$ cat src/rtl/sc_phase_pkg.sv
// Shared types and helpers for the two-phase non-overlapping clock generator.
package sc_phase_pkg;

    localparam int unsigned SC_CNT_W = 8;

    localparam logic [2:0] ST_IDLE  = 3'd0;
    localparam logic [2:0] ST_PH1   = 3'd1;
    localparam logic [2:0] ST_GAP12 = 3'd2;
    localparam logic [2:0] ST_PH2   = 3'd3;
    localparam logic [2:0] ST_GAP21 = 3'd4;

    typedef enum logic [2:0] {
        IDLE  = ST_IDLE,
        PH1   = ST_PH1,
        GAP12 = ST_GAP12,
        PH2   = ST_PH2,
        GAP21 = ST_GAP21
    } phase_state_t;

    typedef struct packed {
        logic [SC_CNT_W-1:0] p1;
        logic [SC_CNT_W-1:0] p2;
        logic [SC_CNT_W-1:0] g;
    } phase_cfg_t;

    // A programmed zero still yields a one-cycle phase or gap.
    function automatic logic [SC_CNT_W-1:0] eff_len(input logic [SC_CNT_W-1:0] len);
        return (len == '0) ? SC_CNT_W'(1) : len;
    endfunction

endpackage

$ cat src/rtl/sc_phase_timer.sv
// Loadable down-counter with a zero flag; times each phase of the generator.
module sc_phase_timer #(
    parameter int CNT_W = 8
) (
    input  logic             clk,
    input  logic             rst_n,
    input  logic             load,
    input  logic [CNT_W-1:0] load_val,
    output logic             zero
);

    logic [CNT_W-1:0] cnt;

    always_ff @(posedge clk or negedge rst_n) begin
        if (!rst_n) begin
            cnt <= '0;
        end else if (load) begin
            cnt <= load_val;
        end else if (cnt != '0) begin
            cnt <= cnt - CNT_W'(1);
        end
    end

    assign zero = (cnt == '0);

endmodule

$ cat src/rtl/sc_phase_gen.sv
// Two-phase non-overlapping clock generator with period-boundary reconfiguration.
module sc_phase_gen
    import sc_phase_pkg::*;
#(
    parameter int CNT_W  = SC_CNT_W,
    parameter int P1_RST = 4,
    parameter int P2_RST = 4,
    parameter int G_RST  = 1,
    parameter int PER_W  = 16
) (
    input  logic             clk,
    input  logic             rst_n,
    input  logic             en,
    input  logic             cfg_valid,
    output logic             cfg_ready,
    input  logic [CNT_W-1:0] cfg_p1,
    input  logic [CNT_W-1:0] cfg_p2,
    input  logic [CNT_W-1:0] cfg_g,
    output logic             phi1,
    output logic             phi2,
    output logic             period_done,
    output logic             busy,
    output logic [PER_W-1:0] period_cnt
);

    phase_state_t        state;
    phase_state_t        state_nx;
    phase_cfg_t          shadow;
    phase_cfg_t          pend;
    phase_cfg_t          next_cfg;
    logic                pending;
    logic                accept;
    logic                copy;
    logic                load;
    logic                zero;
    logic [SC_CNT_W-1:0] load_len;
    logic [CNT_W-1:0]    load_val;

    assign cfg_ready   = !pending;
    assign accept      = cfg_valid && cfg_ready;
    assign busy        = (state != IDLE);
    assign period_done = (state == GAP21) && zero;
    assign copy        = pending && ((state == IDLE) || period_done);

    // PH1 entry must see the settings being copied on that same edge.
    assign next_cfg = copy ? pend : shadow;

    always_comb begin
        state_nx = state;
        load     = 1'b0;
        load_len = shadow.g;
        case (state)
            IDLE: begin
                if (en) begin
                    state_nx = PH1;
                    load     = 1'b1;
                    load_len = next_cfg.p1;
                end
            end
            PH1: begin
                if (zero) begin
                    state_nx = GAP12;
                    load     = 1'b1;
                    load_len = shadow.g;
                end
            end
            GAP12: begin
                if (zero) begin
                    state_nx = PH2;
                    load     = 1'b1;
                    load_len = shadow.p2;
                end
            end
            PH2: begin
                if (zero) begin
                    state_nx = GAP21;
                    load     = 1'b1;
                    load_len = shadow.g;
                end
            end
            GAP21: begin
                if (zero) begin
                    if (en) begin
                        state_nx = PH1;
                        load     = 1'b1;
                        load_len = next_cfg.p1;
                    end else begin
                        state_nx = IDLE;
                    end
                end
            end
            default: state_nx = IDLE;
        endcase
        load_val = CNT_W'(eff_len(load_len) - SC_CNT_W'(1));
    end

    sc_phase_timer #(
        .CNT_W(CNT_W)
    ) u_timer (
        .clk     (clk),
        .rst_n   (rst_n),
        .load    (load),
        .load_val(load_val),
        .zero    (zero)
    );

    always_ff @(posedge clk or negedge rst_n) begin
        if (!rst_n) begin
            state      <= IDLE;
            phi1       <= 1'b0;
            phi2       <= 1'b0;
            period_cnt <= '0;
            pending    <= 1'b0;
            pend       <= '0;
            shadow     <= '{p1: SC_CNT_W'(P1_RST), p2: SC_CNT_W'(P2_RST), g: SC_CNT_W'(G_RST)};
        end else begin
            state <= state_nx;
            phi1  <= (state_nx == PH1);
            phi2  <= (state_nx == PH2);
            if (period_done) begin
                period_cnt <= period_cnt + PER_W'(1);
            end
            // Accept and copy are exclusive: accept needs pending low, copy needs it high.
            if (copy) begin
                shadow  <= pend;
                pending <= 1'b0;
            end else if (accept) begin
                pend    <= '{p1: SC_CNT_W'(cfg_p1), p2: SC_CNT_W'(cfg_p2), g: SC_CNT_W'(cfg_g)};
                pending <= 1'b1;
            end
        end
    end

endmodule
$ cat config.mk
export PLATFORM = sky130hd
export DESIGN_NAME = sc_phase_gen
export DESIGN_NICKNAME = d
export VERILOG_FILES = /design/src/rtl/sc_phase_pkg.sv /design/src/rtl/sc_phase_timer.sv /design/src/rtl/sc_phase_gen.sv
export SDC_FILE = /design/constraint.sdc
export NUM_CORES = 1
export LEC_CHECK = 0
export ABC_CLOCK_PERIOD_IN_PS = 4400
export BUFFER_PORTS_ARGS = -buffer_cell sky130_fd_sc_hd__buf_2
export CORE_ASPECT_RATIO = 0.6
export CORE_MARGIN = 2
export CORE_UTILIZATION = 57
export CTS_CLUSTER_DIAMETER = 80
export DETAILED_ROUTE_END_ITERATION = 16
export PLACE_DENSITY = 0.77
export SLEW_MARGIN = 40
export SYNTH_ARGS = -nofsm -noshare
export SYNTH_HDL_FRONTEND = slang
export SYNTH_SLANG_ARGS = --single-unit
$ cat constraint.sdc
create_clock -name clk -period 4.4 [get_ports clk]
set_clock_uncertainty 0.2 [all_clocks]
set_input_delay 0.44 -clock clk [delete_from_list [all_inputs] [get_ports clk]]
set_output_delay 0.44 -clock clk [all_outputs]
set_load 0.005 [all_outputs]
==> flow_summary_export.csv <==
group,metric,value,unit
yosys,synthCells,310,
yosys,syn_nets,340,
final_layout,num-fill-cells,453,
worst_setup_path,worst_setup_path_start_kind,"flip-flop",
yosys,yosysTopAreaCellShare,50.1,%
worst_setup_path,cp_max_fo,7,
place,dp_hpwl,5870,um
power_and_ir_drop,p_sw,931,uW
yosys,synth.distinct_cells,55,
global_routing,antenna_found_initial,0,
clock_tree,cts-root-buf,"clkbuf_8",
worst_setup_path,critical_path_arrival,3570,ps
clock_tree,clk_pin_slew_worst_paths,80,ps
route,ant_nets,0,
power_and_ir_drop,max-vdd-ir-drop,0.000423,V
clock_tree,htreeDepth,3,
route,viasPerCell,5.86,
place,gp_congestion,0.942,
timing,max_slew_margin,52.0,%
yosys,synthTopCellsByArea,"dfrtp_1 50%, mux2_2 15%, mux2i_1 3.5%, xnor2_1 2.6%, nor2_1 2.2%",
worst_setup_path,path_cells,"nor4_2, nand2_1, o311ai_4, mux2i_1, o31ai_1, inv_1, ha_1, nor3b_1, xor2_1, nor2_1",
timing,tns,0,ps
hold_path,hold_class,"in -> reg",
timing,rsz0062_at_grt,"false",
worst_setup_path,end_kind,"flip-flop",
clock_tree,numCtsBuffers,9,
global_routing,grt.overflow.total,0,
clock_tree,cts_buffer_depth,2,
worst_setup_path,critPathRequiredTime,4410,ps
clock_tree,clock_latency,350,ps
final_layout,num_antenna_cells,0,
route,drt_wl_total,8110,um
timing,maxSlewViolCount,0,
route,wl_per_cell,18.0,um
yosys,synthTopCellsByCount,"75 x dfrtp_1, 49 x mux2_2, 22 x nor2_1",
clock_tree,cts_resized,0,
power_and_ir_drop,powerDensity,626,nW/um^2
floorplan,ios,49,
worst_setup_path,max_stage_delay,650,ps
worst_setup_path,path_class,"reg -> reg",
floorplan,start_util,60.3,%
floorplan,row_count,22,
global_routing,grt_pass1_wl,13500,um
timing,post-route-period-util,80.7,%
yosys,synthFlopType,"dfrtp_1",
timing,tightest_slew,719,ps
floorplan,die_y,66.8,um
yosys,async_flop_share,100,%
route,vias,2642,
floorplan,fp.dieW,109,um
route,dr.pass1.iters,5,
power_and_ir_drop,pwr-share-clk,19.7,%
yosys,synth_most_common_cell,"dfrtp_1",
clock_tree,cts_tree,"done",
timing,hold_violations,0,
global_routing,grt_max_degree,79,
clock_tree,clock_sinks,78,
yosys,ys_ff_latch,78,
power_and_ir_drop,switching_share,34.6,%
worst_setup_path,crit_buf_inv,1,
yosys,synth-edff-count,0,
timing,fin_crit,3550,ps
floorplan,die_area,7260,um^2
route,drt_iter0_drc,209,
yosys,yosysTopAreaCell,"dfrtp_1",
worst_setup_path,crit_slowest_cell,"nor4_2",
floorplan,fp.coreArea,6220,um^2
power_and_ir_drop,p_int,1760,uW
run_status,outcome,"finished clean",
global_routing,grt_pass1_vias,2560,
timing,setup_viol,0,
power_and_ir_drop,seq_power_share,46.7,%
place,dp_slack,906,ps
yosys,netlist_area,3750,um^2
final_layout,nets,392,
run,max_cap_violations,0,
final_layout,multi_input_area,1750,um^2
power_and_ir_drop,p_leak,0.00193,uW
power_and_ir_drop,comb_power_share,33.7,%
yosys,avgSynthCellArea,12.1,um^2
final_layout,drive_above_1_share,37.1,%
route,drc,0,
timing,setup_ws,847,ps
timing,max_freq,281,MHz
global_routing,grt_use_total,25.6,%
yosys,seq_area_frac_synth,52.2,%
place,io_buffers,48,
final_layout,area_growth,14.6,%
yosys,yosys_warnings,0,
final_layout,regArea,1960,um^2
worst_setup_path,crit_family,"simple AND/OR/NAND/NOR gates",
## worst register-to-register path, delay by kind of cell, from the launching register on
kind,cells,cell delay [ps]
compound gates,2,680
xor+xnor,1,170
fa+ha+maj,1,230
buf+inv,1,80
flops,1,410
mux,1,350
simple gates,4,1300
## sequential cells by signal, summed over array words and instances (netlist names)
| name | cells |
|---|---|
| pend | 24 |
| pending | 1 |
| period_cnt | 16 |
| phi1 | 1 |
| phi2 | 1 |
| shadow | 24 |
| state | 3 |
| u_timer.cnt | 8 |
## path summary, 6_finish.rpt
kind / from / endpoint / slack (ps) / cells after the start
min in group asynchronous: rst_n / pend[18]$_DFFE_PN0P_ / 470 / 2
worst max-delay path: u_timer.cnt[7]$_DFFE_PN0P_ / u_timer.cnt[6]$_DFFE_PN0P_ / 850 / 10
worst min-delay path: cfg_g[1] / pend[1]$_DFFE_PN0P_ / 110 / 2
worst max register to register: u_timer.cnt[7]$_DFFE_PN0P_ / u_timer.cnt[6]$_DFFE_PN0P_ / 850 / 10
max in group asynchronous: rst_n / pend[4]$_DFFE_PN0P_ / 3040 / 2
worst min register to register: period_cnt[15]$_DFFE_PN0P_ / period_cnt[15]$_DFFE_PN0P_ / 280 / 1
## routing by layer
layer | track usage, % | wire length [um] | vias up
met5 | 0 | 0 | -
li1 | - | - | 1247
met1 | 40.1 | 4130 | 1278
met3 | 8.81 | 672 | 9
met4 | 8.65 | 93 | 0
met2 | 32.3 | 3220 | 108
## power by group through the flow
stage / clock network (uW) / logic, uW / registers (uW)
2_1_floorplan: 0 / 719 / 1160
3_3_place_gp: 0 / 881 / 1240
3_5_place_dp: 0 / 894 / 1260
4_1_cts: 540 / 902 / 1250
5_1_grt: 578 / 1000 / 1290
6_report: 529 / 905 / 1260
## cell families after synthesis
family	after synthesis	share of synthesized area [%]
buffers and inverters	15	1.50
flip-flops	78	52.2
XOR/XNOR	17	3.97
AND/OR/NAND/NOR	87	13.0
AO/OA/AOI/OAI	49	10.5
multiplexers	62	18.2
adder cells (fa/ha/maj)	2	0.667
## cell usage in the layout (no fill, tap or decap), types with 5 or more instances in the layout
cell and count:
a21oi_1 8, and3_1 5, buf_2 47, clkbuf_8 10, dfrtp_1 75, mux2_2 49, mux2i_1 13, nand2_1 14
nand3_1 11, nor2_1 22, o21ai_0 9, xnor2_1 11, xor2_1 6
## stage by stage
| step | total power [uW] | util [%] | hold slack, ps | std cells | area [um^2] |
|---|---|---|---|---|---|
| after detailed placement | 2160 | 65.8 | 262 | 434 | 4090 |
| after global routing | 2870 | 69.1 | 104 | 451 | 4300 |
| after CTS | 2690 | 69.1 | 103 | 451 | 4300 |
| after floorplan | 1880 | - | -55.6 | 310 | 3750 |
| after global placement | 2120 | 65.7 | 256 | 434 | 4090 |
| final | 2690 | 69.1 | 111 | 451 | 4300 |
## area by class of cell
class                           instances  share of cell area, %
Tap cell                               84                   2.44
Multi-Input combinational cell        217                   40.6
Inverter                                3                  0.262
Timing Repair Buffer                   53                   6.66
Clock inverter                          3                   1.08
Sequential cell                        78                   45.5
Clock buffer                           13                   3.46
## repair_timing
item                                   in CTS  in global routing
endpoints found under the hold margin      75                  0
buffers inserted                            0                  0
hold buffers                                1                  0
Power figures use the tool's default switching activity.
